## src/rtl/hist_pkg.sv

```systemverilog
// hist_pkg: shared types and constants for the histogram-equalisation frame sequencer.
// Holds the sequencer state enum, register addresses and register bit positions.
package hist_pkg;
    localparam int BINS_DEF    = 256;
    localparam int ADDR_W_DEF  = 8;
    localparam int CDF_LAT_DEF = 4;

    typedef enum logic [2:0] {IDLE, LOAD, WAIT, UPDATE, CLEAN} state_t;

    localparam logic [1:0] A_CTRL   = 2'd0;
    localparam logic [1:0] A_SIZE   = 2'd1;
    localparam logic [1:0] A_STATUS = 2'd2;
    localparam logic [1:0] A_IRQ    = 2'd3;

    localparam int CTRL_BYPASS = 0;
    localparam int CTRL_EN     = 1;
    localparam int ST_BUSY     = 0;
    localparam int ST_OVR      = 1;
    localparam int IRQ_PEND    = 0;
    localparam int IRQ_MASK    = 1;
endpackage

```

## src/rtl/hist_seq_ctrl_if.sv

```systemverilog
// hist_seq_ctrl_if: Avalon-MM slave register port of the histogram sequencer.
// Signals: avs_s0_address/write/writedata/read (host -> sequencer), avs_s0_readdata (sequencer -> host).
interface hist_seq_ctrl_if;
    logic [1:0]  avs_s0_address;
    logic        avs_s0_write;
    logic [31:0] avs_s0_writedata;
    logic        avs_s0_read;
    logic [31:0] avs_s0_readdata;

    modport master (output avs_s0_address, avs_s0_write, avs_s0_writedata, avs_s0_read,
                    input  avs_s0_readdata);
    modport slave  (input  avs_s0_address, avs_s0_write, avs_s0_writedata, avs_s0_read,
                    output avs_s0_readdata);
endinterface

```

## src/rtl/hist_seq_regs.sv

```systemverilog
// hist_seq_regs: config/status register bank, shadow-to-active transfer at frame boundaries, sticky flags.
// Ports: clk, rst (async, active-high); avs (Avalon slave); eop, busy, done from the sequencer;
// bypass/width/height active values; go = shadowed frame processing enabled; irq.
// Optional: HIST_SEQ_IRQ_EN adds the pending/mask interrupt register at addr3.
module hist_seq_regs
    import hist_pkg::*;
#(
    parameter logic [15:0] W = 16'd960,
    parameter logic [15:0] H = 16'd540
) (
    input  logic             clk,
    input  logic             rst,
    hist_seq_ctrl_if.slave   avs,
    input  logic             eop,
    input  logic             busy,
    input  logic             done,
    output logic             bypass,
    output logic [15:0]      width,
    output logic [15:0]      height,
    output logic             go,
    output logic             irq
);
    logic        bypass_s, enable_s, overrun;
    logic [15:0] width_s, height_s, frames;
    logic [31:0] irq_rd, rdata;
    logic        wr_ctrl, wr_size, wr_stat, wr_irq;

    assign wr_ctrl = avs.avs_s0_write && avs.avs_s0_address == A_CTRL;
    assign wr_size = avs.avs_s0_write && avs.avs_s0_address == A_SIZE;
    assign wr_stat = avs.avs_s0_write && avs.avs_s0_address == A_STATUS;
    assign wr_irq  = avs.avs_s0_write && avs.avs_s0_address == A_IRQ;
    assign go      = enable_s && !bypass_s;

    always_comb begin
        rdata = avs.avs_s0_address == A_CTRL   ? {30'd0, enable_s, bypass_s} :
                avs.avs_s0_address == A_SIZE   ? {width_s, height_s} :
                avs.avs_s0_address == A_STATUS ? {frames, 14'd0, overrun, busy} : irq_rd;
    end

    always_ff @(posedge clk or posedge rst) begin
        if (rst) begin
            bypass_s            <= 1'b0;
            enable_s            <= 1'b1;
            width_s             <= W;
            height_s            <= H;
            bypass              <= 1'b0;
            width               <= W;
            height              <= H;
            overrun             <= 1'b0;
            frames              <= 16'd0;
            avs.avs_s0_readdata <= 32'd0;
        end else begin
            if (wr_ctrl) begin
                bypass_s <= avs.avs_s0_writedata[CTRL_BYPASS];
                enable_s <= avs.avs_s0_writedata[CTRL_EN];
            end
            if (wr_size) begin
                width_s  <= avs.avs_s0_writedata[31:16];
                height_s <= avs.avs_s0_writedata[15:0];
            end
            // Actives take the pre-write shadows when a write coincides with the eop.
            if (eop && !busy) begin
                bypass <= bypass_s;
                width  <= width_s;
                height <= height_s;
            end
            overrun <= (eop && busy) || (overrun && !(wr_stat && avs.avs_s0_writedata[ST_OVR]));
            if (done)
                frames <= frames + 16'd1;
            if (avs.avs_s0_read)
                avs.avs_s0_readdata <= rdata;
        end
    end

`ifdef HIST_SEQ_IRQ_EN
    logic pend, mask, pend_n;

    // A new frame-done beats a simultaneous clear.
    assign pend_n = done || (pend && !(wr_irq && avs.avs_s0_writedata[IRQ_PEND]));
    assign irq_rd = {30'd0, mask, pend};

    always_ff @(posedge clk or posedge rst) begin
        if (rst) begin
            pend <= 1'b0;
            mask <= 1'b0;
            irq  <= 1'b0;
        end else begin
            pend <= pend_n;
            if (wr_irq)
                mask <= avs.avs_s0_writedata[IRQ_MASK];
            irq <= pend_n && mask;
        end
    end
`else
    logic unused_irq_wr;
    assign unused_irq_wr = wr_irq;
    assign irq_rd        = 32'd0;
    assign irq           = 1'b0;
`endif
endmodule

```

## src/rtl/hist_seq_ctrl.sv

```systemverilog
// hist_seq_ctrl: per-frame LOAD / WAIT / UPDATE / CLEAN sequencer for histogram equalisation.
// Ports: clk, rst (async, active-high); avs (Avalon register slave); sink_eop, sink_valid, src_ready in;
// sink_ready, load/update/clean strobes, seq_addr, active bypass/width/height, busy, irq out.
// Optional: define HIST_SEQ_IRQ_EN for the frame-done interrupt.
module hist_seq_ctrl
    import hist_pkg::*;
#(
    parameter int          BINS    = BINS_DEF,
    parameter int          ADDR_W  = ADDR_W_DEF,
    parameter int          CDF_LAT = CDF_LAT_DEF,
    parameter logic [15:0] W       = 16'd960,
    parameter logic [15:0] H       = 16'd540
) (
    input  logic              clk,
    input  logic              rst,
    hist_seq_ctrl_if.slave    avs,
    input  logic              sink_eop,
    input  logic              sink_valid,
    input  logic              src_ready,
    output logic              sink_ready,
    output logic              load,
    output logic              update,
    output logic              clean,
    output logic [ADDR_W-1:0] seq_addr,
    output logic              bypass,
    output logic [15:0]       width,
    output logic [15:0]       height,
    output logic              busy,
    output logic              irq
);
    state_t            state, state_n;
    logic [ADDR_W-1:0] cnt_n;
    logic              go, last, lat_done, done;
    logic              unused_valid;

    assign unused_valid = sink_valid;
    assign last         = seq_addr == ADDR_W'(BINS - 1);
    assign lat_done     = seq_addr == ADDR_W'(CDF_LAT - 1);
    assign done         = state == CLEAN && last;
    assign busy         = state != IDLE;
    // Bins belong to the sequencer while they are read out or cleared.
    assign sink_ready   = src_ready && !(state == LOAD || state == CLEAN);

    always_comb begin
        state_n = state;
        cnt_n   = seq_addr + 1'b1;
        case (state)
            IDLE: begin
                cnt_n = '0;
                if (sink_eop && go)
                    state_n = LOAD;
            end
            LOAD:   if (last)     begin state_n = WAIT;   cnt_n = '0; end
            WAIT:   if (lat_done) begin state_n = UPDATE; cnt_n = '0; end
            UPDATE: if (last)     begin state_n = CLEAN;  cnt_n = '0; end
            CLEAN:  if (last)     begin state_n = IDLE;   cnt_n = '0; end
            default: begin
                state_n = IDLE;
                cnt_n   = '0;
            end
        endcase
    end

    always_ff @(posedge clk or posedge rst) begin
        if (rst) begin
            state    <= IDLE;
            seq_addr <= '0;
            load     <= 1'b0;
            update   <= 1'b0;
            clean    <= 1'b0;
        end else begin
            state    <= state_n;
            seq_addr <= cnt_n;
            load     <= state_n == LOAD;
            update   <= state_n == UPDATE;
            clean    <= state_n == CLEAN;
        end
    end

    hist_seq_regs #(.W(W), .H(H)) u_regs (
        .clk    (clk),
        .rst    (rst),
        .avs    (avs),
        .eop    (sink_eop),
        .busy   (busy),
        .done   (done),
        .bypass (bypass),
        .width  (width),
        .height (height),
        .go     (go),
        .irq    (irq)
    );
endmodule

```

## src/flat_wrapper.sv

```systemverilog
// flat-port wrapper written by rule: the top's interface ports become plain ports
module hist_seq_ctrl_flat import hist_pkg::*;
#(
    parameter int          BINS    = BINS_DEF,
    parameter int          ADDR_W  = ADDR_W_DEF,
    parameter int          CDF_LAT = CDF_LAT_DEF,
    parameter logic [15:0] W       = 16'd960,
    parameter logic [15:0] H       = 16'd540
)
  (clk, rst, sink_eop, sink_valid, src_ready, sink_ready, load, update, clean, seq_addr, bypass, width, height, busy, irq, avs_avs_s0_address, avs_avs_s0_write, avs_avs_s0_writedata, avs_avs_s0_read, avs_avs_s0_readdata);
  hist_seq_ctrl_if avs_i ();
  input  logic clk;
  input  logic rst;
  input  logic sink_eop;
  input  logic sink_valid;
  input  logic src_ready;
  output logic sink_ready;
  output logic load;
  output logic update;
  output logic clean;
  output logic [ADDR_W-1:0] seq_addr;
  output logic bypass;
  output logic [15:0] width;
  output logic [15:0] height;
  output logic busy;
  output logic irq;
  input wire logic [$bits(avs_i.avs_s0_address)-1:0] avs_avs_s0_address;
  input wire logic [$bits(avs_i.avs_s0_write)-1:0] avs_avs_s0_write;
  input wire logic [$bits(avs_i.avs_s0_writedata)-1:0] avs_avs_s0_writedata;
  input wire logic [$bits(avs_i.avs_s0_read)-1:0] avs_avs_s0_read;
  output wire logic [$bits(avs_i.avs_s0_readdata)-1:0] avs_avs_s0_readdata;
  assign avs_i.avs_s0_address = avs_avs_s0_address;
  assign avs_i.avs_s0_write = avs_avs_s0_write;
  assign avs_i.avs_s0_writedata = avs_avs_s0_writedata;
  assign avs_i.avs_s0_read = avs_avs_s0_read;
  assign avs_avs_s0_readdata = avs_i.avs_s0_readdata;
  hist_seq_ctrl #(.BINS(BINS), .ADDR_W(ADDR_W), .CDF_LAT(CDF_LAT), .W(W), .H(H)) u_core (.clk(clk), .rst(rst), .avs(avs_i), .sink_eop(sink_eop), .sink_valid(sink_valid), .src_ready(src_ready), .sink_ready(sink_ready), .load(load), .update(update), .clean(clean), .seq_addr(seq_addr), .bypass(bypass), .width(width), .height(height), .busy(busy), .irq(irq));
endmodule
```

## config.mk

```make
export PLATFORM = sky130hd
export DESIGN_NAME = hist_seq_ctrl_flat
export DESIGN_NICKNAME = d
export VERILOG_FILES = /design/src/rtl/hist_pkg.sv /design/src/rtl/hist_seq_ctrl_if.sv /design/src/rtl/hist_seq_regs.sv /design/src/rtl/hist_seq_ctrl.sv /design/src/flat_wrapper.sv
export SDC_FILE = /design/constraint.sdc
export NUM_CORES = 1
export LEC_CHECK = 0
export ABC_AREA = 1
export BUFFER_PORTS_ARGS = -buffer_cell sky130_fd_sc_hd__buf_2
export CAP_MARGIN = 10
export CORE_ASPECT_RATIO = 1.4
export CORE_MARGIN = 5
export CORE_UTILIZATION = 24
export CTS_CLUSTER_DIAMETER = 30
export CTS_CLUSTER_SIZE = 16
export DETAILED_ROUTE_END_ITERATION = 8
export PLACE_DENSITY = 0.52
export RECOVER_POWER = 50
export SYNTH_ARGS = -nofsm -noshare
export SYNTH_HDL_FRONTEND = slang
export SYNTH_SLANG_ARGS = --single-unit
```

## constraint.sdc

```tcl
create_clock -name clk -period 5.3 [get_ports clk]
set_input_delay 1.06 -clock clk [delete_from_list [all_inputs] [get_ports clk]]
set_output_delay 1.06 -clock clk [all_outputs]
set_load 0.02 [all_outputs]
```

# Yosys cells after proc, flatten, opt, wreduce, memory -nomap -nowiden
# Index checks and enable logic that the tools add are counted.
# word_totals
ramBits,0
mem_count,0
in_bits,41
latchBits,0
romBits,0
wordCells,61
out_inout_bits,79
register_bits,130
# op_classes
div_mod_pow,0
bitwise_logic,0
magnitude_cmp,0
add_sub_neg,2
muxes,12
eq_ne,11
mul,0
reduce_logical,21
shifts,0
# op_table
cell,n
32-bit two-way mux,3
16-bit by 1-bit adder with 16-bit output (second input constant),1
8-bit two-way mux,2
8-bit case mux with 2 select lines,1
3-bit two-way mux,5
3-bit case mux with 5 select lines,1
1-bit logical AND,11
3-bit by 2-bit equality test with 1-bit output (second input constant),3
8-bit by 1-bit adder with 8-bit output (second input constant),1
8-bit by 2-bit equality test with 1-bit output (second input constant),1
8-bit equality test (second input constant),1
3-bit by 1-bit equality test with 1-bit output (second input constant),2
3-bit equality test (second input constant),2
1-bit logical NOT,4
3-bit logical NOT,1
3-bit nonzero test,1
3-bit OR reduction,1
2-bit by 1-bit equality test with 1-bit output (second input constant),1
2-bit equality test (second input constant),1
2-bit logical NOT,1
1-bit logical OR,2

# Longest topological paths before layout
# logic_depth
depth_word,6
ltp_mapped,9
ltp_nobuf,9

# Hierarchy
# From an unflattened synthesis, not the netlist that was laid out.
# hier_totals
cells_unflattened,614
area_unflattened_um2,5615.4
# by_module_without_submodules
mod,cells_each,seq_area_each_um2,area_each_um2,instances
hist_seq_regs,515,2924.1,4825.9,1
hist_seq_ctrl,99,350.3,789.5,1

# Least setup slack after synthesis
# OpenSTA, ideal clock, no wires.
# synth_path
kind,input port to output port
from,input port src_ready
to,output port sink_ready
setup_slack_ps,2851
path_stages,2
n_path_buf,0
required_time_ps,4240
arrival_time_ps,1389
path_cell_list,nand2_1 > nor2_1
# synth_between
elab_chain_cells,1
# synth_rtl
item,line,source
from (decl),flat_wrapper.sv:16,input logic src_ready;
1-bit logical AND,hist_seq_ctrl.sv:42,assign sink_ready = src_ready && !(state == LOAD || state == CLEAN);
to (decl),flat_wrapper.sv:17,output logic sink_ready;
# Every way passes these cells.

# Final worst setup path
# layout_path
from,input port avs_avs_s0_address[1]
to,register u_core.u_regs.avs.avs_s0_readdata[28]
# layout_between
elab_chain_cells,4
word_cells_on_any_way,6
classes_between,eq/ne (2); mux (3); reduce/logical (1)
# layout_rtl
item,line,source
from (decl),flat_wrapper.sv:27,input wire logic [$bits(avs_i.avs_s0_address)-1:0] avs_avs_s0_address;
2-bit equality test,hist_seq_regs.sv:37,"avs.avs_s0_address == A_STATUS ? {frames, 14'd0, overrun, busy} : irq_rd;"
32-bit two-way mux,hist_seq_regs.sv:37,
32-bit two-way mux,hist_seq_regs.sv:36,"avs.avs_s0_address == A_SIZE ? {width_s, height_s} :"
32-bit two-way mux *,hist_seq_regs.sv:35,"rdata = avs.avs_s0_address == A_CTRL ? {30'd0, enable_s, bypass_s} :"
to (signal assigned),hist_seq_regs.sv:71,avs.avs_s0_readdata <= rdata;
to (decl),hist_seq_ctrl_if.sv:13,output avs_s0_readdata);
# Every way passes the cells marked *; elsewhere a longest branch is shown, timed or not.
# A chain may end at the register's enable or synchronous reset.

==> flow_metrics.tcl <==
set metrics [dict create \
    crit_type "in2reg" \
    maximum_number_of_pins_on_one_net_before_global_route_repair 65 \
    tritoncts_num_sinks 130 \
    synthDominantAreaCellType "sky130_fd_sc_hd__dfrtp_1" \
    synthDominantCellAreaShare 0.507 \
    power.clock.fraction 0.464 \
    hp-class "reg2reg" \
    period_share 0.598 \
    n_antenna_cell 0 \
    synth_async_sr_flop_share 1.00 \
    yosys_most_used_dff "sky130_fd_sc_hd__dfrtp_1" \
    status "complete, but fails checks" \
    synthesis.nets 684 \
    seq_cells_post_synth 130 \
    syn-mean-instance-area_um2 8.70 \
    seq_area_frac_synth 0.587 \
    post_drt_wl_per_cell_um 13.7 \
    pwr_density_cell_nw_per_um2 362 \
    vias 4485 \
    synth_top_area_cells "sky130_fd_sc_hd__dfrtp_1 (51%), sky130_fd_sc_hd__nand2_1 (9.2%), sky130_fd_sc_hd__dfstp_2 (8.0%), sky130_fd_sc_hd__nor2_1 (5.7%), sky130_fd_sc_hd__inv_1 (5.1%)" \
    max_freq_mhz 316 \
    fp.dieH_um 190 \
    postSynthCellCount 641 \
    rows 66 \
    worst_slew_pin_slew_ps 2730 \
    start_util 0.241 \
    initialDrtViolationCount 181 \
    seqPwrFrac 0.442 \
    post_cts.resized_instances 0 \
    later_pin_clock_latency_in_the_skew_report_ps 430 \
    p_int_mw 1.91 \
    final_number_of_setup_violating_endpoints 0 \
    drive_above_1_share 0.228 \
    setup-tns-final_ps 0 \
    pins_over_their_slew_limit 94 \
    ys_top_cells_by_count "sky130_fd_sc_hd__nand2_1 (136), sky130_fd_sc_hd__dfrtp_1 (113), sky130_fd_sc_hd__nor2_1 (85)" \
    crit_fanout 32 \
    overflow 0 \
    critical_path_required_ps 5640 \
    avgViaCountPerCell 4.18 \
    numCtsBuffers 17 \
    critPathCaptureType "flop" \
    cts_setup_buffers 0 \
    grt_use_total 0.115 \
    grt_antenna_before_repair 1 \
    buffer_ports.inserted 117 \
    first_global_vias 4546 \
    grt_setup_unrepaired "false" \
    netlist_area_um2 5580 \
    synthMostInstantiatedCell "sky130_fd_sc_hd__nand2_1" \
    core_area_um2 23100 \
    synth_cell_type_count 31 \
    die_w_um 139 \
    pin_count 120 \
    share_comb_of_total_power 0.094 \
    gp_routability_congestion 0.755 \
    htree_num_levels 4 \
    timing.final.ws_setup_ps 2130 \
    wirelength_mm 14.7 \
    timing_hold_violations_final 0 \
    areaGrowthSynthToFinish_pct 26.1 \
    failing_checks "capacitance limit, slew limit" \
    power_switching_share 0.250 \
    timing.max_cap.violations 2 \
    cts_tree "yes" \
    finish.net_count 797 \
    clock_path_buffers 2 \
    cts-root-buf "sky130_fd_sc_hd__clkbuf_16" \
    hpwlAfterDp_mm 10.2 \
    crit_path_start_kind "input pin" \
    max-vdd-ir-drop_uv 214 \
    number_of_enable_flip_flop_cells_after_synthesis 0 \
    clk_slew_on_worst_s_h_paths_ps 60 \
    grt_pass1_wl_mm 23.9 \
    relSlewSlack -0.828 \
    die-area_um2 26400 \
    fillCellCount 2530 \
    dp_worst_setup_slack_ps 2320 \
    postCtsHoldBufs 0 \
    timing.final.crit_period_ps 3170 \
    cellLeakagePower_nw 3.42 \
    cp.arrival_ps 3510 \
    firstDrtPassIters 4 \
    synth.yosys.warnings 0 \
    switching_power_uw 635 \
    drt_drc_violations_left 0 \
    drt.antenna.violating_nets 0 \
    timing.clock.skew_ps 14.2 \
]
state kept, by name (all words and copies together), names as in the netlist:
register,count
u_core.load,1
u_core.u_regs.enable_s,1
u_core.seq_addr,8
u_core.u_regs.overrun,1
u_core.state,3
u_core.u_regs.width_s,16
u_core.update,1
u_core.u_regs.height,16
u_core.u_regs.avs.avs_s0_readdata,32
u_core.u_regs.width,16
u_core.u_regs.bypass_s,1
u_core.u_regs.frames,16
u_core.clean,1
u_core.u_regs.bypass,1
u_core.u_regs.height_s,16
stage by stage:
stage          hold slack [ps]  power [mW]  utilization  cell area (um^2)  cells
6_report                   470        2.55        0.304              7040   1073
5_1_grt                    503        2.66        0.304              7040   1073
4_1_cts                    478        2.59        0.306              7070   1073
3_5_place_dp               462        1.39        0.280              6470   1041
3_3_place_gp               454        1.38        0.280              6470   1041
2_1_floorplan              455        1.29            -              5580    641
cells by family (layout without fill, tap and decap cells):
kind of cell	after synthesis	in the layout	share of synthesized area
buf+inv	106	232	0.0749
other cells	1	1	0.000672
xor+xnor	11	11	0.0173
compound gates	112	112	0.107
flops	130	130	0.587
fa+ha+maj	2	2	0.00448
simple gates	279	279	0.209
power groups by stage:
stage	registers (mW)	logic (mW)	clock network, mW
floorplan	1.18	0.109	0
global placement	1.14	0.243	0
detailed placement	1.14	0.246	0
CTS	1.12	0.247	1.22
global route	1.13	0.272	1.26
finish	1.12	0.240	1.18
metal layers:
layer,track usage,vias to the layer above,routed length (um),share of wire
met5,0,-,7,0.00047
met2,0.188,107,7240,0.49
met3,0.0424,23,955,0.065
li1,-,2266,-,-
met4,0.0595,2,402,0.027
met1,0.134,2087,6140,0.42
area by class of cell:
| type | instances | area (um^2) | share of cell area |
|---|---|---|---|
| inverters | 78 | 294 | 0.0418 |
| flip-flops and latches | 130 | 3270 | 0.465 |
| well taps | 306 | 383 | 0.0544 |
| repair buffers | 122 | 618 | 0.0878 |
| clock inverters | 8 | 100 | 0.0142 |
| multi-input cells | 405 | 1870 | 0.265 |
| clock buffers | 24 | 502 | 0.0713 |
cells in the final DEF, fill, tap and decap left out:
master,Yosys,final
sky130_fd_sc_hd__buf_2,5,116
sky130_fd_sc_hd__clkbuf_1,15,4
sky130_fd_sc_hd__dfstp_2,17,17
sky130_fd_sc_hd__nor2_4,2,3
sky130_fd_sc_hd__inv_1,76,76
sky130_fd_sc_hd__ha_1,2,2
sky130_fd_sc_hd__nand2_1,136,136
sky130_fd_sc_hd__clkbuf_16,0,17
sky130_fd_sc_hd__a31oi_1,16,16
sky130_fd_sc_hd__clkinvlp_2,0,1
sky130_fd_sc_hd__a22oi_1,0,1
sky130_fd_sc_hd__clkinvlp_4,0,4
sky130_fd_sc_hd__clkinv_2,0,2
sky130_fd_sc_hd__o21ai_0,53,56
sky130_fd_sc_hd__buf_4,1,4
sky130_fd_sc_hd__bufinv_16,0,2
sky130_fd_sc_hd__xor2_1,4,4
sky130_fd_sc_hd__o21bai_1,1,1
sky130_fd_sc_hd__nand2_2,2,3
sky130_fd_sc_hd__nor3_1,1,1
sky130_fd_sc_hd__inv_2,2,1
sky130_fd_sc_hd__dfrtp_1,113,113
sky130_fd_sc_hd__nand4_1,5,5
sky130_fd_sc_hd__conb_1,1,1
sky130_fd_sc_hd__a21oi_1,32,32
sky130_fd_sc_hd__nor2_1,85,86
sky130_fd_sc_hd__nand3_1,45,45
sky130_fd_sc_hd__a41oi_1,2,2
sky130_fd_sc_hd__clkbuf_8,0,5
sky130_fd_sc_hd__xnor2_1,7,7
sky130_fd_sc_hd__o21ai_1,7,4
final timing paths:
path | from | endpoint | slack [ps] | depth (start not counted)
hold reg to reg | u_core.u_regs.height[1]$_DFFE_PP0P_ | u_core.u_regs.height[1]$_DFFE_PP0P_ | 470 | 2
min in group asynchronous | rst | u_core.u_regs.height[7]$_DFFE_PP0P_ | 1400 | 2
max in group asynchronous | rst | u_core.u_regs.height_s[3]$_DFFE_PP1P_ | 2430 | 3
setup / recovery | avs_avs_s0_address[1] | u_core.u_regs.avs.avs_s0_readdata[28]$_DFFE_PP0P_ | 2130 | 5
hold / removal | u_core.u_regs.height[1]$_DFFE_PP0P_ | u_core.u_regs.height[1]$_DFFE_PP0P_ | 470 | 2
setup reg to reg | u_core.seq_addr[0]$_DFF_PP0_ | u_core.u_regs.frames[10]$_DFFE_PP0P_ | 2570 | 8
critical path, stage by stage:
cell	delay, ps
sky130_fd_sc_hd__clkbuf_1	410
sky130_fd_sc_hd__nor2_4	240
sky130_fd_sc_hd__clkbuf_1	1230
sky130_fd_sc_hd__nand2_1	300
sky130_fd_sc_hd__a31oi_1	240
Power figures use the tool's default switching activity.
